File: src/rtl/sa3_pkg.sv
// Shared types and sizing for the 3x3 systolic-array feeder:
// FSM state encoding, operand/result counts and operand byte-index helpers.
package sa3_pkg;

    typedef enum logic [2:0] {
        LOAD  = 3'd0,
        SETUP = 3'd1,
        RUN   = 3'd2,
        WAIT  = 3'd3,
        DRAIN = 3'd4
    } state_t;

    localparam int N_A   = 16;
    localparam int N_B   = 9;
    localparam int N_C   = 4;
    localparam int N_OPS = N_A + N_B;

    localparam int LD_W = $clog2((N_OPS - 1) + 1);
    localparam int DR_W = $clog2((N_C - 1) + 1);

    // Stream position of image byte i (row-major a11..a44).
    function automatic logic [LD_W-1:0] a_index(input int i);
        return LD_W'(i);
    endfunction

    // Stream position of kernel byte i; kernel bytes follow the image.
    function automatic logic [LD_W-1:0] b_index(input int i);
        return LD_W'(N_A + i);
    endfunction

endpackage

File: src/rtl/sa3_feeder_if.sv
// Byte-stream handshakes of the feeder: operand bytes in, result bytes out.
// master = host/DMA side, slave = feeder side.
interface sa3_feeder_if;
    logic       in_valid;
    logic       in_ready;
    logic [7:0] in_data;
    logic       out_valid;
    logic       out_ready;
    logic [7:0] out_data;
    logic       out_last;

    modport master (
        output in_valid, in_data, out_ready,
        input  in_ready, out_valid, out_data, out_last
    );

    modport slave (
        input  in_valid, in_data, out_ready,
        output in_ready, out_valid, out_data, out_last
    );
endinterface

File: src/rtl/sa3_result_ser.sv
// Captures the four array results and streams them out as c11, c12, c21, c22
// with a valid/ready handshake; out_last marks the c22 byte.
module sa3_result_ser
    import sa3_pkg::*;
(
    input  logic       clk,
    input  logic       rst,
    input  logic       capture,
    input  logic [7:0] c11,
    input  logic [7:0] c12,
    input  logic [7:0] c21,
    input  logic [7:0] c22,
    input  logic       drain,
    input  logic       out_ready,
    output logic       out_valid,
    output logic [7:0] out_data,
    output logic       out_last,
    output logic       last_hs
);
    logic [7:0]       c_in [N_C];
    logic [N_C*8-1:0] res_vec;
    logic [DR_W-1:0]  dr_cnt_reg;
    logic             byte_hs;

    assign c_in[0] = c11;
    assign c_in[1] = c12;
    assign c_in[2] = c21;
    assign c_in[3] = c22;

    genvar gi;
    generate
        for (gi = 0; gi < N_C; gi++) begin : g_res
            logic [7:0] res_reg;
            always_ff @(posedge clk or negedge rst) begin
                if (!rst)
                    res_reg <= '0;
                else if (capture)
                    res_reg <= c_in[gi];
            end
            assign res_vec[gi*8 +: 8] = res_reg;
        end
    endgenerate

    assign byte_hs = drain && out_ready;
    assign last_hs = byte_hs && (dr_cnt_reg == DR_W'(N_C - 1));

    // The byte index only moves on a handshake, so data is held during stalls.
    always_ff @(posedge clk or negedge rst) begin
        if (!rst)
            dr_cnt_reg <= '0;
        else if (last_hs)
            dr_cnt_reg <= '0;
        else if (byte_hs)
            dr_cnt_reg <= dr_cnt_reg + 1'b1;
    end

    assign out_valid = drain;
    assign out_data  = res_vec[{dr_cnt_reg, 3'b000} +: 8];
    assign out_last  = drain && (dr_cnt_reg == DR_W'(N_C - 1));

endmodule

File: src/rtl/sa3_feeder.sv
// Sequencer for the 3x3 systolic array: loads 25 operand bytes, holds them as
// parallel operands, runs the activation window and unloads the 2x2 result.
module sa3_feeder
    import sa3_pkg::*;
#(
    parameter int SETUP_CYCLES  = 3,
    parameter int ACTIVE_CYCLES = 17,
    parameter int DONE_TIMEOUT  = 64
) (
    input  logic             clk,
    input  logic             rst,
    sa3_feeder_if.slave      bus,
    output logic [N_A*8-1:0] a_mat,
    output logic [N_B*8-1:0] b_mat,
    output logic             active_sa3,
    input  logic             done_sa3,
    input  logic [7:0]       c11,
    input  logic [7:0]       c12,
    input  logic [7:0]       c21,
    input  logic [7:0]       c22,
    output logic             busy,
    output logic             err
);
    localparam int MAX_SA  = (SETUP_CYCLES > ACTIVE_CYCLES) ? SETUP_CYCLES : ACTIVE_CYCLES;
    localparam int CNT_MAX = (MAX_SA > DONE_TIMEOUT) ? MAX_SA : DONE_TIMEOUT;
    localparam int CNT_W   = $clog2(CNT_MAX + 1);

    state_t            state_reg, state_next;
    logic [LD_W-1:0]   ld_cnt_reg;
    logic [CNT_W-1:0]  cnt_reg;
    logic [CNT_W-1:0]  phase_last;
    logic              done_seen_reg;
    logic              err_reg;
    logic              in_ready_w, drain_w;
    logic              load_hs, ld_last, phase_end, capture, timeout, last_hs;

    assign load_hs = in_ready_w && bus.in_valid;
    assign ld_last = (ld_cnt_reg == LD_W'(N_OPS - 1));

    always_comb begin
        phase_last = '0;
        case (state_reg)
            SETUP:   phase_last = CNT_W'(SETUP_CYCLES - 1);
            RUN:     phase_last = CNT_W'(ACTIVE_CYCLES - 1);
            WAIT:    phase_last = CNT_W'(DONE_TIMEOUT - 1);
            default: phase_last = '0;
        endcase
    end
    assign phase_end = (cnt_reg == phase_last);

    // Only the first done sample of a job latches; a timeout latches whatever is on c.
    assign capture = ((state_reg == RUN) && done_sa3 && !done_seen_reg)
                   || ((state_reg == WAIT) && (done_sa3 || phase_end));
    assign timeout = (state_reg == WAIT) && phase_end && !done_sa3;

    always_ff @(posedge clk or negedge rst) begin
        if (!rst)
            state_reg <= LOAD;
        else
            state_reg <= state_next;
    end

    always_comb begin
        state_next = state_reg;
        case (state_reg)
            LOAD:    if (load_hs && ld_last) state_next = SETUP;
            SETUP:   if (phase_end) state_next = RUN;
            RUN:     if (phase_end) state_next = (done_seen_reg || done_sa3) ? DRAIN : WAIT;
            WAIT:    if (done_sa3 || phase_end) state_next = DRAIN;
            DRAIN:   if (last_hs) state_next = LOAD;
            default: state_next = LOAD;
        endcase
    end

    always_comb begin
        in_ready_w = 1'b0;
        active_sa3 = 1'b0;
        drain_w    = 1'b0;
        busy       = 1'b1;
        case (state_reg)
            LOAD: begin
                in_ready_w = 1'b1;
                busy       = (ld_cnt_reg != '0);
            end
            RUN:     active_sa3 = 1'b1;
            DRAIN:   drain_w    = 1'b1;
            default: ;
        endcase
    end

    assign bus.in_ready = in_ready_w;
    assign err          = err_reg;

    always_ff @(posedge clk or negedge rst) begin
        if (!rst)
            cnt_reg <= '0;
        else if (state_next != state_reg || state_reg == LOAD || state_reg == DRAIN)
            cnt_reg <= '0;
        else
            cnt_reg <= cnt_reg + 1'b1;
    end

    always_ff @(posedge clk or negedge rst) begin
        if (!rst) begin
            ld_cnt_reg    <= '0;
            done_seen_reg <= 1'b0;
            err_reg       <= 1'b0;
        end else begin
            if (load_hs)
                ld_cnt_reg <= ld_last ? '0 : ld_cnt_reg + 1'b1;
            if (state_reg == DRAIN)
                done_seen_reg <= 1'b0;
            else if (capture)
                done_seen_reg <= 1'b1;
            if (timeout)
                err_reg <= 1'b1;
        end
    end

    // Operand bytes are written only on their own LOAD handshake and hold otherwise.
    genvar gi;
    generate
        for (gi = 0; gi < N_A; gi++) begin : g_a
            logic [7:0] byte_reg;
            always_ff @(posedge clk or negedge rst) begin
                if (!rst)
                    byte_reg <= '0;
                else if (load_hs && ld_cnt_reg == a_index(gi))
                    byte_reg <= bus.in_data;
            end
            assign a_mat[gi*8 +: 8] = byte_reg;
        end
        for (gi = 0; gi < N_B; gi++) begin : g_b
            logic [7:0] byte_reg;
            always_ff @(posedge clk or negedge rst) begin
                if (!rst)
                    byte_reg <= '0;
                else if (load_hs && ld_cnt_reg == b_index(gi))
                    byte_reg <= bus.in_data;
            end
            assign b_mat[gi*8 +: 8] = byte_reg;
        end
    endgenerate

    sa3_result_ser u_ser (
        .clk       (clk),
        .rst       (rst),
        .capture   (capture),
        .c11       (c11),
        .c12       (c12),
        .c21       (c21),
        .c22       (c22),
        .drain     (drain_w),
        .out_ready (bus.out_ready),
        .out_valid (bus.out_valid),
        .out_data  (bus.out_data),
        .out_last  (bus.out_last),
        .last_hs   (last_hs)
    );

endmodule

File: src/flat_wrapper.sv
// flat-port wrapper written by rule: the top's interface ports become plain ports
module sa3_feeder_flat import sa3_pkg::*;
#(
    parameter int SETUP_CYCLES  = 3,
    parameter int ACTIVE_CYCLES = 17,
    parameter int DONE_TIMEOUT  = 64
)
  (clk, rst, a_mat, b_mat, active_sa3, done_sa3, c11, c12, c21, c22, busy, err, bus_in_valid, bus_in_data, bus_out_ready, bus_in_ready, bus_out_valid, bus_out_data, bus_out_last);
  sa3_feeder_if bus_i ();
  input  logic clk;
  input  logic rst;
  output logic [N_A*8-1:0] a_mat;
  output logic [N_B*8-1:0] b_mat;
  output logic active_sa3;
  input  logic done_sa3;
  input  logic [7:0] c11;
  input  logic [7:0] c12;
  input  logic [7:0] c21;
  input  logic [7:0] c22;
  output logic busy;
  output logic err;
  input wire logic [$bits(bus_i.in_valid)-1:0] bus_in_valid;
  input wire logic [$bits(bus_i.in_data)-1:0] bus_in_data;
  input wire logic [$bits(bus_i.out_ready)-1:0] bus_out_ready;
  output wire logic [$bits(bus_i.in_ready)-1:0] bus_in_ready;
  output wire logic [$bits(bus_i.out_valid)-1:0] bus_out_valid;
  output wire logic [$bits(bus_i.out_data)-1:0] bus_out_data;
  output wire logic [$bits(bus_i.out_last)-1:0] bus_out_last;
  assign bus_i.in_valid = bus_in_valid;
  assign bus_i.in_data = bus_in_data;
  assign bus_i.out_ready = bus_out_ready;
  assign bus_in_ready = bus_i.in_ready;
  assign bus_out_valid = bus_i.out_valid;
  assign bus_out_data = bus_i.out_data;
  assign bus_out_last = bus_i.out_last;
  sa3_feeder #(.SETUP_CYCLES(SETUP_CYCLES), .ACTIVE_CYCLES(ACTIVE_CYCLES), .DONE_TIMEOUT(DONE_TIMEOUT)) u_core (.clk(clk), .rst(rst), .bus(bus_i), .a_mat(a_mat), .b_mat(b_mat), .active_sa3(active_sa3), .done_sa3(done_sa3), .c11(c11), .c12(c12), .c21(c21), .c22(c22), .busy(busy), .err(err));
endmodule
File: config.mk
export PLATFORM = sky130hd
export DESIGN_NAME = sa3_feeder_flat
export DESIGN_NICKNAME = d
export VERILOG_FILES = /design/src/rtl/sa3_pkg.sv /design/src/rtl/sa3_feeder_if.sv /design/src/rtl/sa3_result_ser.sv /design/src/rtl/sa3_feeder.sv /design/src/flat_wrapper.sv
export SDC_FILE = /design/constraint.sdc
export NUM_CORES = 1
export LEC_CHECK = 0
export CELL_PAD_IN_SITES_DETAIL_PLACEMENT = 1
export CELL_PAD_IN_SITES_GLOBAL_PLACEMENT = 2
export CORE_ASPECT_RATIO = 1.5
export CORE_UTILIZATION = 34
export DETAILED_ROUTE_END_ITERATION = 7
export PLACE_DENSITY_LB_ADDON = 0.1
export SYNTH_ARGS = -nofsm -noshare
export SYNTH_HDL_FRONTEND = slang
export SYNTH_HIERARCHICAL = 1
export SYNTH_SLANG_ARGS = --single-unit
File: constraint.sdc
create_clock -name clk -period 2.4 [get_ports clk]
set_input_delay 0.48 -clock clk [delete_from_list [all_inputs] [get_ports clk]]
set_output_delay 0.48 -clock clk [all_outputs]
set_load 0.05 [all_outputs]
Yosys cells after proc, flatten, opt, wreduce, memory -nomap -nowiden
Cells that the tools add are included.
{"block": "classes", "n_reduce_logical": 46, "n_eq_ne": 31, "shifts": 1, "n_addsub": 3, "muxes": 18}
{"operator": "$eq A5 B5 Y1 const B", "n": 9}
{"operator": "$eq A5 B4 Y1 const B", "n": 8}
{"operator": "$logic_and A1 B1 Y1", "n": 34}
{"operator": "$shiftx A32 B6 Y8", "n": 1}
{"operator": "$eq A5 B3 Y1 const B", "n": 4}
{"operator": "$mux W3", "n": 6}
{"operator": "$pmux W6 S3", "n": 1}
{"operator": "$pmux W3 S5", "n": 1}
{"operator": "$eq A5 B2 Y1 const B", "n": 2}
{"operator": "$add A7 B1 Y7 const B", "n": 1}
{"operator": "$eq A7 B6 Y1", "n": 1}
{"operator": "$mux W7", "n": 1}
{"operator": "$eq A3 B2 Y1 const B", "n": 2}
{"operator": "$mux W1", "n": 6}
{"operator": "$add A5 B1 Y5 const B", "n": 1}
{"operator": "$eq A5 B1 Y1 const B", "n": 1}
{"operator": "$logic_not A5 Y1", "n": 1}
{"operator": "$logic_or A1 B1 Y1", "n": 5}
{"operator": "$mux W5", "n": 1}
{"operator": "$reduce_bool A5 Y1", "n": 1}
{"operator": "$mux W2", "n": 2}
{"operator": "$reduce_bool A2 Y1", "n": 2}
{"operator": "$eq A3 B1 Y1 const B", "n": 1}
{"operator": "$eq A3 B3 Y1 const B", "n": 1}
{"operator": "other kinds (5)", "n": 6}
{"block": "word_totals", "register_bits": 251, "elab_cells": 134, "inputBits": 45, "output_inout_bits": 214}

Depth between registers and ports, before layout
{"block": "logic_depth", "ltp_word": 10, "depth_mapped": 9, "ltp_nobuf": 7}

By module
Netlist, hierarchy kept.
{"module": "sa3_feeder", "area_per_inst_um2": 8728.4, "cells_per_inst": 582, "seq_area_each_um2": 5430.2, "n_inst": 1}
{"module": "sa3_result_ser", "area_per_inst_um2": 1511.4, "cells_per_inst": 88, "seq_area_each_um2": 850.8, "n_inst": 1}

Worst setup path after synthesis
No wires, ideal clock.
{"block": "synth_path", "path_kind": "flip-flop to flip-flop", "startpoint": "register u_core.state_reg[2]", "endpoint": "register u_core.u_ser.g_res[0].res_reg[1]", "t_required_ps": 2275, "synth_period_minus_slack_ps": 2497, "path_slack_ps": -97, "arrival_time_ps": 2373, "stages_incl_launch_ff": 8, "path_buffers": 3, "setup_ps": 125, "path_cell_list": "dfrtp_1 -> buf_2 -> nor3b_2 -> nand2_1 -> o21ai_0 -> clkbuf_2 -> clkbuf_8 -> mux2_2"}
{"block": "synth_via", "elab_chain_cells": 6, "word_cells_on_any_way": 10, "cone_classes": "4 x eq/ne; 1 x mux; 5 x reduce/logical"}
{"element": "start, declared", "line_no": "sa3_feeder.sv:28", "rtl": "state_t state_reg, state_next;"}
{"element": "start signal, assigned", "line_no": "sa3_feeder.sv:60", "rtl": "state_reg <= state_next;"}
{"element": "$eq A3 B2 Y1 (tied with other cells)", "line_no": "sa3_feeder.sv:42, sa3_feeder.sv:53"}
{"element": "$pmux W6 S3", "line_no": "sa3_feeder.sv:42", "rtl": "case (state_reg)"}
{"element": "$eq A7 B6 Y1", "line_no": "sa3_feeder.sv:49", "rtl": "assign phase_end = (cnt_reg == phase_last);"}
{"element": "$logic_or A1 B1 Y1", "line_no": "sa3_feeder.sv:53", "rtl": "|| ((state_reg == WAIT) && (done_sa3 || phase_end));"}
{"element": "$logic_and A1 B1 Y1", "line_no": "sa3_feeder.sv:53"}
{"element": "$logic_or A1 B1 Y1 (*)", "line_no": "sa3_feeder.sv:53"}
{"element": "net u_core.capture", "line_no": "sa3_feeder.sv:35", "rtl": "logic load_hs, ld_last, phase_end, capture, timeout, last_hs;"}
{"element": "end signal, assigned", "line_no": "sa3_result_ser.sv:38", "rtl": "res_reg <= c_in[gi];"}
{"element": "end, declared", "line_no": "sa3_result_ser.sv:33", "rtl": "logic [7:0] res_reg;"}
Mark *: on every way through the listed nets, which the timed path passes. The rest lies on a longest branch.
A chain may end at the register's enable or synchronous reset.

Worst setup path in the final report
{"block": "layout_path", "startpoint": "register u_core.u_ser.dr_cnt_reg[0]", "endpoint": "output port bus_out_data[0]"}
{"block": "layout_via", "elab_chain_cells": 1}
{"element": "start, declared", "line_no": "sa3_result_ser.sv:22", "rtl": "logic [DR_W-1:0] dr_cnt_reg;"}
{"element": "start signal, assigned", "line_no": "sa3_result_ser.sv:54", "rtl": "dr_cnt_reg <= dr_cnt_reg + 1'b1;"}
{"element": "$shiftx A32 B6 Y8", "line_no": "sa3_result_ser.sv:58", "rtl": "assign out_data = res_vec[{dr_cnt_reg, 3'b000} +: 8];"}
{"element": "end, declared", "line_no": "flat_wrapper.sv:27", "rtl": "output wire logic [$bits(bus_i.out_data)-1:0] bus_out_data;"}
No other way between the ends.

==> flow_summary.ini <==
[pwr]
power_density_nw_per_um2 = 1690
p_leak_nw = 6.47
finalPower_mw = 24.3
ir_drop_mv = 0.873

[setup_path]
crit_start = u_core/u_ser/dr_cnt_reg[0]
slowest_stage = dfrtp_4
start_kind = register
end_kind = output port
cp.arrival_ns = 1.85
r2r_slack_ns = 0.15
cpPeakStageDelay_ns = 0.56
cp.required_ns = 1.92
critical_path_class = reg2out
cp_num_buf_inv = 1
cp_max_fo = 11
critical_path.top_delay_family = flip-flops
ff2ff_path_depth = 8
path_cells = mux4_2 -> buf_4
crit_end = bus_out_data[0]
r2r_start = u_core/state_reg[0]
reg2reg_to = u_core/u_ser/g_res[0].res_reg[4]
cp_num_cells = 2

[timing]
hold_viol = 0
fin_crit_sh_pct = 96.9
tightest_slew_ns = 0.612
rsz0062_at_grt = no
setup_violations = 0
fin_skew_ns = 0.0172
max_freq_mhz = 430
maxSlewHeadroom_pct = 59.1
holdWs_ns = 0.464
period_needed_ns = 2.33
fin_ws_ns = 0.0744
fin_tns_setup_ns = 0
slew_viol_final = 0

[drt]
routedWlPerCell_um = 22.7
drt-vias-per-instance = 4.93
drt-total-wl_um = 31000
first_pass_iters = 4
drtIter0Drc = 189
ant_nets = 0
num_vias = 6740
drc = 0

[placed_design]
dpl_worst_slack_ns = -0.0552
placed_cells = 1320
numPortBuffers = 258
place.gp.congestion = 0.802
place_hpwl_um = 21700
dpl_cell_area_um2 = 13500

[global_routing]
grt_pass1_vias = 7903
overflow = 0
grt_max_degree = 62
grt_use_total_pct = 21.0
grt_pass1_wl_um = 48400
antenna_found_initial = 0

[synth]
yosys.area_share.adder_pct = 0.855
synth.top_cell.area_share_pct = 61.3
synth_edf_count = 0
synth_ff_type = dfrtp_1
yosys_warnings = 6
ys_ff_latch = 251
ys_seq_area_share_pct = 61.3
synth_area_um2 = 10200
synth_compound_area_share_pct = 2.02
synth_common_cells = dfrtp_1 (251), mux2_2 (232), clkbuf_1 (24), nand2_1 (20), nor2_1 (11)
yosys.area.top_type = dfrtp_1
ys_types = 53
netlist_top_cells_area = dfrtp_1 (61%), mux2_2 (26%), mux4_2 (1.8%)
synth.most_common_cell = dfrtp_1
synth_top_family_by_area = multiplexers
async_flop_share_pct = 100
netlist_instances = 670
synthesis.nets = 722
synth.area.mux_share_pct = 27.5
synth.avg_cell_area_um2 = 15.3
synth-simple-area-share_pct = 5.44
synth-xor-area-share_pct = 0.513

[die]
start_util_pct = 34.6
die_h_um = 215
die_area_um2 = 30800
die-width_um = 144
rows = 77
coreArea_um2 = 29600
ios = 259

[layout]
area_growth_pct = 40.6
fin_cells = 1368
num-nets-final = 1009
n_antenna_cell = 0
final-seq-area_um2 = 6290
multi_input_area_um2 = 3750
fin_area_um2 = 14400
drive_gt1_share_pct = 37.6
fillers = 2933
largest_reg_flops = 128
fin_util_pct = 48.7

[clock_tree]
cts.sinks = 251
numCtsBuffers = 26
htreeDepth = 1
cts_root_buffer = clkbuf_16
clockBufferDepth = 3
path_clk_slew_ns = 0.06
clk_latency_ns = 0.54
cts_tree = built

[worst_hold_path]
holdCritStartpoint = u_core/err
hp-class = reg2reg

[outcome]
outcome = completed

[run]
cap_violations = 0
## cells by family (layout without fill, tap and decap cells)
kind of cell | count (synthesis) | count (layout)
flip-flops | 251 | 251
adder cells (fa/ha/maj) | 7 | 7
AND/OR/NAND/NOR | 90 | 90
XOR/XNOR | 6 | 6
AO/OA/AOI/OAI | 27 | 27
buffers and inverters | 47 | 350
multiplexers | 242 | 242
## how the worst min path moves through the flow
| stage | endpoint | slack [ns] | depth (start not counted) |
|---|---|---|---|
| 2_1_floorplan | u_core/cnt_reg[0] | 0.18 | 0 |
| 4_1_cts | u_core/err | 0.48 | 1 |
| 6_report | u_core/err | 0.46 | 1 |
| 3_3_place_gp | u_core/g_b[6].byte_reg[4] | 0.45 | 1 |
| 5_1_grt | u_core/g_b[7].byte_reg[2] | 0.49 | 2 |
| 3_5_place_dp | u_core/g_b[7].byte_reg[2] | 0.46 | 1 |
## cells in the final DEF (no fill, tap or decap), types with 10 or more instances in the layout
cell type and n:
dfrtp_1 247, clkdlybuf4s50_1 244, clkbuf_8 10, mux2_2 232
buf_4 41, clkbuf_16 27, nand2_1 20, nor2_1 11
nand3_1 10
## cell type report
| cell class | instances | area share [%] |
|---|---|---|
| clock buffers | 40 | 5.73 |
| clock inverters | 4 | 0.313 |
| inverters | 8 | 0.209 |
| multi-input cells | 372 | 26.0 |
| flip-flops and latches | 251 | 43.7 |
| well taps | 395 | 3.43 |
| repair buffers | 298 | 20.6 |
## power breakdown
part	internal, mW	switching (mW)
sequential	6.07	1.19
clock	2.45	1.63
combinational	4.74	8.21
## repair_timing
item                       CTS  global route
hold endpoints to repair    56             0
setup endpoints to repair   10             4
gates resized for setup      5             6
hold buffers                 1             0
pin swaps                    0             0
setup buffers                2             1
## metal layers
metal  GRT usage, %  vias up  wire length [µm]
li1               -     2949                 -
met2           39.4      183             17300
met5              0        -                 0
met4           5.57        0               624
met1           23.2     3568             11300
met3           4.78       40              1840
Power figures use the tool's default switching activity.
